## config.mk

```make
export PLATFORM = sky130hd
export DESIGN_NAME = toeplitz_hash_flat
export DESIGN_NICKNAME = d
export VERILOG_FILES = /design/src/rtl/toeplitz_pkg.sv /design/src/rtl/toeplitz_hash_if.sv /design/src/rtl/toeplitz_shift_core.sv /design/src/rtl/toeplitz_hash.sv /design/src/flat_wrapper.sv
export SDC_FILE = /design/constraint.sdc
export NUM_CORES = 1
export LEC_CHECK = 0
export CORE_MARGIN = 10
export CORE_UTILIZATION = 46
export DETAILED_ROUTE_END_ITERATION = 7
export PLACE_DENSITY_LB_ADDON = 0.2
export SLEW_MARGIN = 20
export SYNTH_ARGS = -nofsm -noshare
export SYNTH_HDL_FRONTEND = slang
export SYNTH_SLANG_ARGS = --single-unit
```

## constraint.sdc

```tcl
create_clock -name clk_in -period 4.8 [get_ports clk_in]
set_clock_uncertainty 0.1 [all_clocks]
set_input_delay 0.96 -clock clk_in [delete_from_list [all_inputs] [get_ports clk_in]]
set_output_delay 0.96 -clock clk_in [all_outputs]
set_load 0.05 [all_outputs]
```

## src/rtl/toeplitz_pkg.sv

```systemverilog
// Shared constants for the Toeplitz hash engine: data width, default block
// size, FSM state codes and the kind of the next expected FIFO word.
package toeplitz_pkg;

   localparam int DATA_W            = 32;
   localparam int MSG_WORDS_DEFAULT = 4;

   localparam logic [2:0] ST_IDLE  = 3'd0;
   localparam logic [2:0] ST_REQ   = 3'd1;
   localparam logic [2:0] ST_CAPT  = 3'd2;
   localparam logic [2:0] ST_SHIFT = 3'd3;
   localparam logic [2:0] ST_DONE  = 3'd4;

   typedef enum logic [1:0] {
      KIND_K0  = 2'd0,
      KIND_KEY = 2'd1,
      KIND_MSG = 2'd2
   } word_kind_e;

endpackage

```

## src/rtl/toeplitz_hash_if.sv

```systemverilog
// Upstream FIFO read port plus downstream hash valid/ready handshake.
// The master modport is the hash engine, the slave modport its environment.
interface toeplitz_hash_if;
   import toeplitz_pkg::*;

   logic [DATA_W-1:0] fifo_dout;
   logic              fifo_empty;
   logic              fifo_rd_en;
   logic [DATA_W-1:0] hash_out;
   logic              hash_valid;
   logic              hash_ready;

   modport master (
      input  fifo_dout, fifo_empty, hash_ready,
      output fifo_rd_en, hash_out, hash_valid
   );

   modport slave (
      output fifo_dout, fifo_empty, hash_ready,
      input  fifo_rd_en, hash_out, hash_valid
   );

endinterface

```

## src/rtl/toeplitz_shift_core.sv

```systemverilog
// Datapath of the Toeplitz hash: 64-bit key window, message shifter,
// hash accumulator and bit counter, sequenced by the FSM in toeplitz_hash.
module toeplitz_shift_core
   import toeplitz_pkg::*;
(
   input  logic              clk_in,
   input  logic              rst_n,
   input  logic              load_k0,
   input  logic              load_key,
   input  logic              load_msg,
   input  logic              shift_en,
   input  logic              clear_hash,
   input  logic [DATA_W-1:0] data_in,
   output logic [DATA_W-1:0] hash,
   output logic              last_bit
);

   logic [2*DATA_W-1:0] window_q, window_d;
   logic [DATA_W-1:0]   msg_q, msg_d;
   logic [DATA_W-1:0]   hash_q, hash_d;
   logic [4:0]          bitcnt_q, bitcnt_d;

   // The upper window half is the 32-bit key slice aligned with the current
   // message bit; shifting pulls the next key word's bits in from below.
   always_comb begin
      window_d = window_q;
      msg_d    = msg_q;
      hash_d   = hash_q;
      bitcnt_d = bitcnt_q;
      if (clear_hash) begin
         hash_d = '0;
      end
      if (load_k0) begin
         window_d[2*DATA_W-1:DATA_W] = data_in;
      end
      if (load_key) begin
         window_d[DATA_W-1:0] = data_in;
      end
      if (load_msg) begin
         msg_d    = data_in;
         bitcnt_d = '0;
      end
      if (shift_en) begin
         if (msg_q[DATA_W-1]) begin
            hash_d = hash_q ^ window_q[2*DATA_W-1:DATA_W];
         end
         window_d = window_q << 1;
         msg_d    = msg_q << 1;
         bitcnt_d = bitcnt_q + 5'd1;
      end
   end

   always_ff @(posedge clk_in or negedge rst_n) begin
      if (!rst_n) begin
         window_q <= '0;
         msg_q    <= '0;
         hash_q   <= '0;
         bitcnt_q <= '0;
      end else begin
         window_q <= window_d;
         msg_q    <= msg_d;
         hash_q   <= hash_d;
         bitcnt_q <= bitcnt_d;
      end
   end

   assign hash     = hash_q;
   assign last_bit = (bitcnt_q == 5'd31);

endmodule

```

## src/rtl/toeplitz_hash.sv

```systemverilog
// Toeplitz hash engine: pulls a seed word then alternating key/message words
// from a FIFO, hashes MSG_WORDS message words, and hands the result downstream.
module toeplitz_hash
   import toeplitz_pkg::*;
#(
   parameter int MSG_WORDS = MSG_WORDS_DEFAULT
)(
   input  logic            clk_in,
   input  logic            rst_n,
   toeplitz_hash_if.master bus,
   output logic            busy,
   output logic [15:0]     block_cnt
);

   localparam logic [3:0] LAST_IDX = 4'(MSG_WORDS - 1);

   logic [2:0]  state_q, state_d;
   word_kind_e  kind_q, kind_d;
   logic [3:0]  index_q, index_d;
   logic [15:0] block_cnt_q, block_cnt_d;

   logic              load_k0, load_key, load_msg, shift_en, clear_hash;
   logic              last_bit;
   logic [DATA_W-1:0] hash;

   always_comb begin
      state_d     = state_q;
      kind_d      = kind_q;
      index_d     = index_q;
      block_cnt_d = block_cnt_q;
      load_k0     = 1'b0;
      load_key    = 1'b0;
      load_msg    = 1'b0;
      shift_en    = 1'b0;
      clear_hash  = 1'b0;
      case (state_q)
         ST_IDLE: begin
            state_d = ST_REQ;
         end
         ST_REQ: begin
            if (!bus.fifo_empty) begin
               state_d = ST_CAPT;
            end
         end
         // After the seed, each key word is always followed by its message word.
         ST_CAPT: begin
            case (kind_q)
               KIND_K0: begin
                  load_k0 = 1'b1;
                  kind_d  = KIND_KEY;
                  state_d = ST_REQ;
               end
               KIND_KEY: begin
                  load_key = 1'b1;
                  kind_d   = KIND_MSG;
                  state_d  = ST_REQ;
               end
               default: begin
                  load_msg = 1'b1;
                  state_d  = ST_SHIFT;
               end
            endcase
         end
         ST_SHIFT: begin
            shift_en = 1'b1;
            if (last_bit) begin
               if (index_q == LAST_IDX) begin
                  state_d = ST_DONE;
               end else begin
                  index_d = index_q + 4'd1;
                  kind_d  = KIND_KEY;
                  state_d = ST_REQ;
               end
            end
         end
         ST_DONE: begin
            if (bus.hash_ready) begin
               block_cnt_d = block_cnt_q + 16'd1;
               clear_hash  = 1'b1;
               index_d     = '0;
               kind_d      = KIND_K0;
               state_d     = ST_REQ;
            end
         end
         default: begin
            state_d = ST_IDLE;
         end
      endcase
   end

   always_ff @(posedge clk_in or negedge rst_n) begin
      if (!rst_n) begin
         state_q     <= ST_IDLE;
         kind_q      <= KIND_K0;
         index_q     <= '0;
         block_cnt_q <= '0;
      end else begin
         state_q     <= state_d;
         kind_q      <= kind_d;
         index_q     <= index_d;
         block_cnt_q <= block_cnt_d;
      end
   end

   toeplitz_shift_core u_core (
      .clk_in     (clk_in),
      .rst_n      (rst_n),
      .load_k0    (load_k0),
      .load_key   (load_key),
      .load_msg   (load_msg),
      .shift_en   (shift_en),
      .clear_hash (clear_hash),
      .data_in    (bus.fifo_dout),
      .hash       (hash),
      .last_bit   (last_bit)
   );

   // The partial hash stays internal; only a finished hash is presented.
   assign bus.fifo_rd_en = (state_q == ST_REQ) && !bus.fifo_empty;
   assign bus.hash_valid = (state_q == ST_DONE);
   assign bus.hash_out   = (state_q == ST_DONE) ? hash : '0;
   assign busy           = (state_q != ST_IDLE);
   assign block_cnt      = block_cnt_q;

endmodule

```

## src/flat_wrapper.sv

```systemverilog
// flat-port wrapper written by rule: the top's interface ports become plain ports
module toeplitz_hash_flat import toeplitz_pkg::*;
#(
   parameter int MSG_WORDS = MSG_WORDS_DEFAULT
)
  (clk_in, rst_n, busy, block_cnt, bus_fifo_dout, bus_fifo_empty, bus_hash_ready, bus_fifo_rd_en, bus_hash_out, bus_hash_valid);
  toeplitz_hash_if bus_i ();
  input  logic clk_in;
  input  logic rst_n;
  output logic busy;
  output logic [15:0] block_cnt;
  input wire logic [$bits(bus_i.fifo_dout)-1:0] bus_fifo_dout;
  input wire logic [$bits(bus_i.fifo_empty)-1:0] bus_fifo_empty;
  input wire logic [$bits(bus_i.hash_ready)-1:0] bus_hash_ready;
  output wire logic [$bits(bus_i.fifo_rd_en)-1:0] bus_fifo_rd_en;
  output wire logic [$bits(bus_i.hash_out)-1:0] bus_hash_out;
  output wire logic [$bits(bus_i.hash_valid)-1:0] bus_hash_valid;
  assign bus_i.fifo_dout = bus_fifo_dout;
  assign bus_i.fifo_empty = bus_fifo_empty;
  assign bus_i.hash_ready = bus_hash_ready;
  assign bus_fifo_rd_en = bus_i.fifo_rd_en;
  assign bus_hash_out = bus_i.hash_out;
  assign bus_hash_valid = bus_i.hash_valid;
  toeplitz_hash #(.MSG_WORDS(MSG_WORDS)) u_core (.clk_in(clk_in), .rst_n(rst_n), .bus(bus_i), .busy(busy), .block_cnt(block_cnt));
endmodule
```

**Word level (Yosys, flattened, before mapping)**

Index checks and enable logic that the tools add are counted.

- Bits of input ports: 36
- Word-level logic and storage cells: 75
- Flip-flop bits (word level): 158
- Output and inout port bits: 51

- Eq/ne operators: 12
- Reductions and logical operators: 15
- $add $sub $neg: 3
- Bitwise operators: 1
- Mux-type cells: 35

Operators with widths:

| operator | count |
|---|---|
| two-way mux 32 bit | 8 |
| two-way mux 64 bit | 1 |
| bitwise XOR 32 bit | 1 |
| adder 16 x 1 -> 16 bit (second input constant) | 1 |
| one-hot mux 3 bit (5 select lines) | 1 |
| two-way mux 3 bit | 4 |
| two-way mux 4 bit | 3 |
| two-way mux 5 bit | 2 |
| two-way mux 1 bit | 9 |
| two-way mux 2 bit | 4 |
| inequality test 2 bit (second input constant) | 4 |
| one-hot mux 4 bit (2 select lines) | 1 |
| nonzero test 2 bit | 4 |
| equality test 3 x 2 -> 1 bit (second input constant) | 2 |
| one-hot mux 2 bit (3 select lines) | 1 |
| nonzero test 3 bit | 2 |
| adder 5 x 1 -> 5 bit (second input constant) | 1 |
| equality test 5 bit (second input constant) | 1 |
| AND reduction 5 bit | 1 |
| adder 4 x 1 -> 4 bit (second input constant) | 1 |
| equality test 4 x 2 -> 1 bit (second input constant) | 1 |
| one-hot mux 2 bit (2 select lines) | 1 |
| AND reduction 4 bit | 1 |
| equality test 3 x 1 -> 1 bit (second input constant) | 1 |
| other kinds (10) | 10 |

**Longest topological paths before layout**

Gate-level depths: netlist of the first run.

- Depth in word-level cells: 6
- Depth in mapped cells: 7
- Mapped depth without buffers: 6

**Cells and area by module**

From an unflattened synthesis of the first run, not the netlist that was laid out.

- Cells, all modules: 735
- Area, all modules: 7,703.6 um^2

By module, submodules not included:

| module | seq. area each (um^2) | cells an instance | instances | area an instance (um^2) |
|---|---|---|---|---|
| toeplitz_shift_core | 3,328.2 | 577 | 1 | 6,214.7 |
| toeplitz_hash | 625.6 | 158 | 1 | 1,488.9 |

**Worst setup path after synthesis of the first run**

Ideal clock, no wire load.

- Path kind: input to output
- Start point: in bus_fifo_empty
- End point: out bus_fifo_rd_en
- Data arrival time: 2,036 ps
- Data required time: 3,740 ps
- Stages on the path: 1
- Path buffers: 0
- Slack: 1,704 ps
- Cells stage by stage: nor3_1

- Cells in the longest elaborated chain, start to end: 2

RTL lines:

| what | RTL line | RTL |
|---|---|---|
| from (decl) | flat_wrapper.sv:13 | `input wire logic [$bits(bus_i.fifo_empty)-1:0] bus_fifo_empty;` |
| logical NOT 1 bit | toeplitz_hash.sv:119 | `assign bus.fifo_rd_en = (state_q == ST_REQ) && !bus.fifo_empty;` |
| logical AND 1 bit | toeplitz_hash.sv:119 |  |
| to (decl) | flat_wrapper.sv:15 | `output wire logic [$bits(bus_i.fifo_rd_en)-1:0] bus_fifo_rd_en;` |

Every way passes these cells.

**Final worst setup path of the first run**

- Start point: reg u_core.state_q[0]
- End point: out bus_hash_out[2]

- Cells in the longest elaborated chain, start to end: 2

RTL lines:

| what | RTL line | RTL |
|---|---|---|
| from (decl) | toeplitz_hash.sv:17 | `logic [2:0] state_q, state_d;` |
| from (signal assigned) | toeplitz_hash.sv:98 | `state_q <= state_d;` |
| equality test 3 bit | toeplitz_hash.sv:121 | `assign bus.hash_out = (state_q == ST_DONE) ? hash : '0;` |
| two-way mux 32 bit | toeplitz_hash.sv:121 |  |
| to (decl) | flat_wrapper.sv:16 | `output wire logic [$bits(bus_i.hash_out)-1:0] bus_hash_out;` |

Every way passes these cells.

==> qor.txt, run 1 <==
Status = complete, no violations
Summed negative setup slack over all endpoints = 0 ps
RSZ-0062 raised after global routing = no
Total of buffers placed on input and output ports = 86
Cell area power density = 610 nW/um2
Clock tree from TritonCTS = done
Highest attainable clock frequency = 273 MHz
Synthesized area divided by synthesized cell count = 9.93 um2
Initial standard-cell utilization of the core = 0.465
Worst setup SP type = register
DRC violations left = 0
Worst Tran Pin Value = 1070 ps
Clock network latency to the later pin of the worst-skew pair = 420 ps
Worst slew margin relative to its limit = 0.286
Post-Syn Area = 7330 um2
Data arrival at the endpoint of the critical path = 2600 ps
Worst min-delay path class = input port to asynchronous set/reset pin
Final WL = 17.1 mm
Area grow syn2layout = 21.3%
Design Power = 5.42 mW
Worst IR Drop VDD = 0.000277 V
Final layout net count = 838
Met2 capacity usage during global routing = 0.245
Clk slew on worst S/H paths = 60 ps
Ratio of routed vias to standard cells = 5.50
Core box area = 15,800 um2
Number of buffers created by CTS = 17
Number of global-route vias before repair = 5,581
Number of cells upsized or downsized after cts = 0
Setup WS pre-CTS = 1300 ps
Ratio of cells with drive above 1 in the final layout = 0.0715
Number of core rows = 46
Async SR Flop Fraction = 1.00
Pin count of the biggest net entering global routing = 109
Post-Synthesis Net Count = 778
Number of storage elements in the synthesis netlist = 158
Final Cycle Share = 0.763
Clock tree root driver cell = clkbuf_16
CTS HTree Levels = 4
Final worst slack = 1140 ps
Met3 global-route usage = 0.0430
Residual antenna-violating net count after detailed routing = 0
Total Routing Usage GR = 0.161
Chip height = 146 um
Met1 usage in global routing = 0.217
First-iteration detailed-routing DRC count = 524
CP Class = register to primary output
Vias after detailed routing = 5,652
Reported max-cap violation count = 0
Post-CTS Hold Buffers = 0
Period minus WS final = 3660 ps
Type of destination of the critical path = primary output
EDFF count, synth = 0
Highest-utilization routing layer at the global route stage = met2
Setup-failing EPs final = 0
Die ar. = 21,400 um2
Deepest clock path buffer count = 2
Fraction of the yosys area taken by sequential cells = 0.539
Die extent in x = 146 um
Antenna violations before repair = 0
Data required time of the worst path = 3740 ps
Clock Sinks = 158
Number of failing hold endpoints at the final stage = 0
First-pass DRT Iterations = 5
Half-perimeter wire length after placement = 11.8 mm
Commonest cells after routing, fill and taps aside = dfrtp_1, nand2_1, clkdlybuf4s50_1
Total leakage power = 3.80 nW
Final slew viol count = 0
Commonest non-fill, non-tap cell in the layout = dfrtp_1
Inserted Diodes = 0
Number of buffers inserted to repair setup after CTS = 0
Maximum fanout encountered on the critical timing path = 34
First-pass GRT wire length = 28.8 mm
Number of warnings reported in the yosys synthesis log = 0
Ys flop type = dfrtp_1
Final weighted congestion of routability-driven global placement = 0.811
Count of boundary I/O pins = 87
Grt ovf = 0
Detail-routed net length per standard cell = 16.7 um
Post-Syn Instances = 738
Distinct cells, synth = 48
-- state kept, by name, indices dropped and copies added (netlist names) --
signal	cells
u_core.u_core.hash	32
u_core.u_core.bitcnt_q	5
u_core.state_q	3
u_core.kind_q	2
u_core.index_q	4
u_core.u_core.msg_q	32
u_core.block_cnt	16
u_core.u_core.window_q	64
-- stage by stage --
step                utilization  area (um2)  hold slack [ps]  instances
floorplan                     -        7330              348        738
global placement          0.524        8270              362        994
detailed placement        0.524        8270              365        994
CTS                       0.561        8850              375       1026
global route              0.564        8890              311       1027
finish                    0.564        8890              306       1027
-- cell type report --
class,count,area (um2)
fill,1400,6880
sequential,158,3950
clock inverter,15,163
multi-input combinational,524,3120
clock buffer,17,425
timing repair buffer,95,950
inverter,2,7.51
tap,216,270
-- synth_stat cells, types with 2 or more instances --
master | count | share of area
nor2b_1 | 3 | 0.0026
a22o_1 | 2 | 0.0024
a31oi_1 | 2 | 0.0017
xor2_1 | 12 | 0.014
and3_1 | 6 | 0.0051
mux2i_1 | 33 | 0.045
o21ai_0 | 61 | 0.042
ha_1 | 4 | 0.0068
nor2_1 | 15 | 0.0077
buf_2 | 28 | 0.019
o22ai_1 | 67 | 0.057
nor3_1 | 2 | 0.0014
clkbuf_1 | 20 | 0.010
nand2_1 | 142 | 0.073
xnor2_1 | 13 | 0.016
a22oi_1 | 30 | 0.031
nor3b_2 | 2 | 0.0034
nand2b_1 | 3 | 0.0026
and4_1 | 2 | 0.0024
nand3_2 | 4 | 0.0055
nand3_1 | 29 | 0.020
and2_1 | 33 | 0.028
o21ai_1 | 2 | 0.0014
a21oi_1 | 36 | 0.025
a32o_1 | 2 | 0.0027
buf_4 | 4 | 0.0041
nand4_1 | 2 | 0.0017
dfrtp_1 | 158 | 0.54
buf_6 | 2 | 0.0031
-- report_power, final --
part           internal, mW  switching [mW]  leakage (nW)
Clock                 0.772           0.561         0.281
Sequential             1.88           0.423          1.93
Combinational         0.721            1.07          1.59
Total                  3.37            2.05          3.80
-- critical path, stage by stage, from the launching register on --
cell             delay (ps)
dfrtp_1                 630
nor3b_2                 250
buf_4                   300
and2_1                  180
clkdlybuf4s50_1         810
-- path summary, 6_finish.rpt --
| path | startpoint | endpoint | slack, ps | cells after the start |
|---|---|---|---|---|
| worst max register to register | u_core.state_q[0]$_DFFE_PN0P_ | u_core.u_core.window_q[23]$_DFFE_PN0P_ | 2020 | 4 |
| worst min-delay path | rst_n | u_core.block_cnt[9]$_DFFE_PN0P_ | 310 | 1 |
| worst min register to register | u_core.block_cnt[15]$_DFFE_PN0P_ | u_core.block_cnt[15]$_DFFE_PN0P_ | 370 | 1 |
| min in group clk_in | u_core.block_cnt[15]$_DFFE_PN0P_ | u_core.block_cnt[15]$_DFFE_PN0P_ | 370 | 1 |
| max in group asynchronous | rst_n | u_core.u_core.window_q[39]$_DFFE_PN0P_ | 3240 | 3 |
| worst max-delay path | u_core.state_q[0]$_DFFE_PN0P_ | bus_hash_out[2] | 1140 | 4 |
-- layer usage --
layer  wire length, um  part of all wire
met5                 0                 0
met3              1010             0.059
met4               267             0.016
met1              7990              0.47
met2              7850              0.46
-- cells by family after synthesis --
group / after synthesis / synth area share
AO/OA/AOI/OAI: 207 / 0.168
XOR/XNOR: 26 / 0.0321
adder cells (fa/ha/maj): 4 / 0.00683
buffers and inverters: 56 / 0.0376
flip-flops: 158 / 0.539
multiplexers: 34 / 0.0471
AND/OR/NAND/NOR: 253 / 0.169
(Power assumes the default switching activity.)
==> run 2: changes to the inputs <==
==> constraint.sdc (replaced) <==
create_clock -name clk_in -period 3.8 [get_ports clk_in]
set_clock_uncertainty 0.1 [all_clocks]
set_input_delay 0.76 -clock clk_in [delete_from_list [all_inputs] [get_ports clk_in]]
set_output_delay 0.76 -clock clk_in [all_outputs]
set_load 0.05 [all_outputs]
==> run 2 against run 1 <==
Against the previous run: final cell count stayed put; design area is 0.37% lower; register-to-register slack worse by 830 ps; die area stayed put.
==> qor.txt, run 2 (synthesis results as in run 1) <==
Worst slew margin relative to its limit = 0.302 (+0.0155)
Final weighted congestion of routability-driven global placement = 0.827 (+2.0%)
Fin area = 8860 um2 (-0.37%)
Die extent in x = 146 um (unchanged)
Topmost layer with routed signal wires = met4
First-pass DRT Iterations = 5 (unchanged)
Number of core rows = 46 (unchanged)
Ratio of cells with drive above 1 in the final layout = 0.110 (+0.0382)
Total of buffers placed on input and output ports = 86 (unchanged)
Post-layout util = 0.562 (-0.00206)
Clock tree root driver cell = clkbuf_16
Data arrival at the endpoint of the critical path = 2330 ps (-270 ps)
Final layout net count = 838 (unchanged)
Deepest clock path buffer count = 2 (unchanged)
RSZ-0062 raised after global routing = no
Vias after detailed routing = 5,735 (+1.5%)
Reported max-cap violation count = 0 (unchanged)
Final worst slack = 607 ps (-531 ps)
Data required time of the worst path = 2940 ps (-800 ps)
Commonest non-fill, non-tap cell in the layout = dfrtp_1
Clock tree from TritonCTS = done
Type of destination of the critical path = primary output
Period minus WS final = 3190 ps
Total leakage power = 3.90 nW (+2.5%)
Worst reg-to-reg setup slack = 1190 ps (-830 ps)
Design Power = 7.01 mW (+29%)
Initial standard-cell utilization of the core = 0.465 (unchanged)
Critical Path Sink = bus_fifo_rd_en
Antenna violations before repair = 0 (unchanged)
Cell area power density = 791 nW/um2 (+30%)
Residual antenna-violating net count after detailed routing = 0 (unchanged)
Number of global-route vias before repair = 5,703 (+2.2%)
CP Class = register to primary output
Half-perimeter wire length after placement = 12.0 mm (+1.8%)
Number of failing hold endpoints at the final stage = 0 (unchanged)
Count of filler cells inserted in the layout = 1,384 (-1.1%)
Clock Sinks = 158 (unchanged)
Worst Reg2Reg Path Length in Cells = 4 (unchanged)
Area grow syn2layout = 20.8%
Count of boundary I/O pins = 87 (unchanged)
Worst Tran Pin Value = 1050 ps (-21.4 ps)
Chip height = 146 um (unchanged)
Met2 wire length = 7.94 mm (+1.1%)
Final Cycle Share = 0.840
Met3 routed wirelength = 835 um (-17%)
DRC violations left = 0 (unchanged)
Capturing point of the worst reg2reg path = u_core.u_core.window_q[50]$_DFFE_PN0P_
Worst min-delay path class = input port to asynchronous set/reset pin
Worst setup SP type = register
Die ar. = 21,400 um2 (unchanged)
Ratio of routed vias to standard cells = 5.58 (+1.5%)
Grt ovf = 0 (unchanged)
Area after DPL = 8220 um2 (-0.61%)
Commonest cells after routing, fill and taps aside = dfrtp_1, nand2_1, o22ai_1
Worst IR Drop VDD = 0.000383 V (+38%)
Origin of the critical flop-to-flop path = u_core.state_q[0]$_DFFE_PN0P_
First-iteration detailed-routing DRC count = 524 (unchanged)
Number of cells upsized or downsized after cts = 0 (unchanged)
Post-layout instance count excluding filler cells = 1,027 (unchanged)
First-pass GRT wire length = 29.5 mm (+2.6%)
Status = complete, no violations
Startpoint of the worst setup timing path = u_core.state_q[0]$_DFFE_PN0P_
Register name with the most flops = u_core.u_core.window_q
Metal1 wirelength = 8.38 mm (+4.9%)
Summed negative setup slack over all endpoints = 0 ps (unchanged)
Clk slew on worst S/H paths = 60 ps (about the same)
Clock network latency to the later pin of the worst-skew pair = 420 ps (about the same)
Final hold slack = 279 ps (-27.3 ps)
Final WL = 17.5 mm (+2.3%)
Setup WS pre-CTS = 713 ps (-591 ps)
Post-CTS Hold Buffers = 0 (unchanged)
Final slew viol count = 0 (unchanged)
Pin count of the biggest net entering global routing = 89 (-18%)
Total Routing Usage GR = 0.166 (+0.00455)
Number of buffers created by CTS = 17 (unchanged)
Inserted Diodes = 0 (unchanged)
Total placed cells including tap cells = 995 (+0.10%)
Maximum fanout encountered on the critical timing path = 17 (-50%)
CTS HTree Levels = 4 (unchanged)
Highest attainable clock frequency = 313 MHz
Detail-routed net length per standard cell = 17.0 um (+2.3%)
Number of buffers inserted to repair setup after CTS = 0 (unchanged)
Setup-failing EPs final = 0 (unchanged)
Core box area = 15,800 um2 (unchanged)
Flip-flop count of the largest register, all copies and words added = 64 (unchanged)
run 2: changes by cell type in the layout (fill, tap and decap cells not counted), sizes merged:
cell	before	now
clkbuf	17	22
bufinv	2	4
clkinv	6	3
clkinvlp	3	2
clkdlybuf4s50	85	52
buf	10	43
inv	6	3
run 2: critical path, cell delays in order, from the launching register on:
cell and delay (ps):
dfrtp_1 780, nand2b_1 150, nor3_1 150, clkdlybuf4s50_1 830
run 2: worst min path at each step:
| stage | end | slack (ps) | depth (start not counted) | start |
|---|---|---|---|---|
| CTS | u_core.block_cnt[9]$_DFFE_PN0P_ | 320 | 1 | rst_n |
| detailed placement | u_core.block_cnt[15]$_DFFE_PN0P_ | 360 | 1 | u_core.block_cnt[15]$_DFFE_PN0P_ |
| global placement | u_core.block_cnt[15]$_DFFE_PN0P_ | 360 | 1 | u_core.block_cnt[15]$_DFFE_PN0P_ |
| global route | u_core.block_cnt[7]$_DFFE_PN0P_ | 340 | 1 | rst_n |
| floorplan | u_core.u_core.hash[31]$_DFF_PN0_ | 350 | 1 | u_core.u_core.hash[31]$_DFF_PN0_ |
| finish | u_core.block_cnt[9]$_DFFE_PN0P_ | 280 | 1 | rst_n |
run 2: layout make-up:
| type | instances | area (um2) | share of cell area |
|---|---|---|---|
| flip-flops and latches | 158 | 3950 | 0.446 |
| repair buffers | 95 | 872 | 0.0985 |
| multi-input cells | 524 | 3120 | 0.352 |
| well taps | 216 | 270 | 0.0305 |
| clock inverters | 10 | 159 | 0.0179 |
| inverters | 2 | 7.51 | 0.000848 |
| clock buffers | 22 | 474 | 0.0535 |
run 2: metal layers:
metal | global-route usage | vias up
li1 | - | 2748
met1 | 0.232 | 2813
met2 | 0.245 | 143
met3 | 0.0377 | 31
met4 | 0.0601 | 0
met5 | 0 | -
run 2: where the power goes:
part / leakage, nW / switching (mW) / internal [mW] / total [mW]
sequential: 1.93 / 0.529 / 2.37 / 2.90
combinational: 1.66 / 1.36 / 0.925 / 2.29
clock: 0.307 / 0.664 / 1.15 / 1.81
total: 3.90 / 2.56 / 4.45 / 7.01
==> run 3: changes to the inputs <==
==> constraint.sdc (replaced) <==
create_clock -name clk_in -period 3.05 [get_ports clk_in]
set_clock_uncertainty 0.1 [all_clocks]
set_input_delay 0.61 -clock clk_in [delete_from_list [all_inputs] [get_ports clk_in]]
set_output_delay 0.61 -clock clk_in [all_outputs]
set_load 0.05 [all_outputs]
==> run 3 against run 2 <==
Against the previous run: clock power grew 21%; sequential share of layout area fell by 2.1 points; die area unchanged; register-to-register slack got worse by 380 ps; sequential cell count unchanged; routed wire length grew 1.3%; critical endpoint is now busy; largest cell class unchanged; largest power group unchanged.
==> qor.txt, run 3 (synthesis results as in run 1) <==
Design internal power = 5.54 mW (+24%)
Proportion of power drawn by combinational gates = 0.338 (+0.011)
Number of cells upsized or downsized after cts = 0 (unchanged)
Worst min-delay path class = input port to asynchronous set/reset pin
First-pass GRT wire length = 29.4 mm (-0.40%)
Switching power = 3.17 mW (+24%)
Worst slew margin relative to its limit = 0.484 (+0.182)
Ratio of routed vias to standard cells = 5.57 (-0.22%)
Vias after detailed routing = 5,750 (+0.26%)
Initial standard-cell utilization of the core = 0.465 (unchanged)
Flip-flop count of the largest register, all copies and words added = 64 (unchanged)
Cell area power density = 937 nW/um2 (+18%)
Type of destination of the critical path = primary output
Area taken by flip-flops and latches = 3950 um2 (unchanged)
CP Class = register to primary output
First-iteration detailed-routing DRC count = 563 (+7.4%)
Clock tree root driver cell = clkbuf_16
Number of core rows = 46 (unchanged)
Number of buffers inserted to repair setup after CTS = 0 (unchanged)
Worst setup SP type = register
Core box area = 15,800 um2 (unchanged)
First-pass DRT Iterations = 6 (+1)
Area grow syn2layout = 26.7%
Detail-routed net length per standard cell = 17.2 um (+0.81%)
Clock network latency to the later pin of the worst-skew pair = 420 ps (about the same)
Post-layout util = 0.589 (+0.0275)
Count of filler cells inserted in the layout = 1,392 (+0.58%)
Count of boundary I/O pins = 87 (unchanged)
Setup-failing EPs final = 0 (unchanged)
Inserted Diodes = 0 (unchanged)
Sequential share of power = 0.411 (-0.003)
Status = complete, no violations
Total leakage power = 4.01 nW (+3.0%)
Half-perimeter wire length after placement = 12.4 mm (+3.1%)
Reported max-cap violation count = 0 (unchanged)
Period minus WS final = 2820 ps
Antenna violations before repair = 0 (unchanged)
Pin count of the biggest net entering global routing = 75 (-16%)
Switching power share of the total = 0.364 (-0.00108)
Die ar. = 21,400 um2 (unchanged)
Number of global-route vias before repair = 5,733 (+0.53%)
Grt ovf = 0 (unchanged)
Die extent in x = 146 um (unchanged)
Number of failing hold endpoints at the final stage = 0 (unchanged)
Power share of the clock group = 0.252 (-0.007)
Worst Tran Pin Value = 771 ps (-276 ps)
Final layout net count = 844 (+0.72%)
Clk slew on worst S/H paths = 60 ps (about the same)
Register name with the most flops = u_core.u_core.window_q
CTS HTree Levels = 4 (unchanged)
Clock tree from TritonCTS = done
Summed negative setup slack over all endpoints = 0 ps (unchanged)
Chip height = 146 um (unchanged)
Area of the multi-input gates = 3120 um2 (unchanged)
Commonest non-fill, non-tap cell in the layout = dfrtp_1
Number of buffers created by CTS = 17 (unchanged)
RSZ-0062 raised after global routing = no
Ratio of cells with drive above 1 in the final layout = 0.115 (+0.00546)
Residual antenna-violating net count after detailed routing = 0 (unchanged)
Data arrival at the endpoint of the critical path = 2110 ps (-220 ps)
Clock Sinks = 158 (unchanged)
DRC violations left = 0 (unchanged)
Final weighted congestion of routability-driven global placement = 0.825 (-0.19%)
Final WL = 17.7 mm (+1.3%)
Total Routing Usage GR = 0.165 (-0.00108)
Data required time of the worst path = 2340 ps (-600 ps)
Post-CTS Hold Buffers = 0 (unchanged)
Deepest clock path buffer count = 2 (unchanged)
Final slew viol count = 0 (unchanged)
Worst IR Drop VDD = 0.000422 V (+10%)
Final Cycle Share = 0.926
Total of buffers placed on input and output ports = 86 (unchanged)
Commonest cells after routing, fill and taps aside = dfrtp_1, nand2_1, o22ai_1
Maximum fanout encountered on the critical timing path = 16 (-1)
Highest attainable clock frequency = 354 MHz
[run 3: cell count changes in the layout (fill, tap and decap cells not counted), sizes merged]
cell	before	now
clkdlybuf4s50	52	51
clkbuf	22	25
inv	3	2
buf	43	50
bufinv	4	3
clkinvlp	2	0
[run 3: worst paths after layout]
kind | startpoint | endpoint | slack [ps] | cells after the start
worst min register to register | u_core.block_cnt[15]$_DFFE_PN0P_ | u_core.block_cnt[15]$_DFFE_PN0P_ | 380 | 1
min in group clk_in | u_core.block_cnt[15]$_DFFE_PN0P_ | u_core.block_cnt[15]$_DFFE_PN0P_ | 380 | 1
worst max-delay path | u_core.state_q[1]$_DFFE_PN0P_ | busy | 230 | 2
max in group asynchronous | rst_n | u_core.block_cnt[2]$_DFFE_PN0P_ | 1990 | 2
worst min-delay path | rst_n | u_core.block_cnt[4]$_DFFE_PN0P_ | 60 | 1
worst max register to register | u_core.state_q[1]$_DFFE_PN0P_ | u_core.kind_q[0]$_DFFE_PN0P_ | 810 | 4
[run 3: metrics by stage]
step	instance area, um2	hold slack, ps	setup WS [ps]	power (mW)	std cells
after floorplan	7330	214	578	5.80	738
after global placement	8670	362	683	6.34	1001
after detailed placement	8670	371	654	6.54	1001
after CTS	9280	76.4	204	8.75	1032
after global routing	9290	104	159	9.33	1032
final	9290	58.4	225	8.71	1032
[run 3: area by class of cell]
class | count | share of cell area
flip-flops and latches | 158 | 0.426
multi-input cells | 524 | 0.336
repair buffers | 101 | 0.143
clock buffers | 25 | 0.0544
well taps | 216 | 0.0291
clock inverters | 6 | 0.0113
inverters | 2 | 0.000808
[run 3: power groups by stage]
stage          Sequential (mW)  Combinational [mW]  Clock [mW]
3_3_place_gp              3.55                2.79           0
2_1_floorplan             3.40                2.41           0
4_1_cts                   3.57                2.96        2.22
3_5_place_dp              3.60                2.94           0
6_report                  3.57                2.94        2.19
5_1_grt                   3.69                3.32        2.32
[run 3: routing by layer]
metal  global-route usage  wire [um]
met5                    0          0
met4               0.0511        252
met3               0.0383        914
met2                0.258       8410
met1                0.221       8160
[run 3: critical path, cell delays in order, from the launching register on]
cell             delay, ps
dfrtp_1                560
or3_1                  430
clkdlybuf4s50_1        710
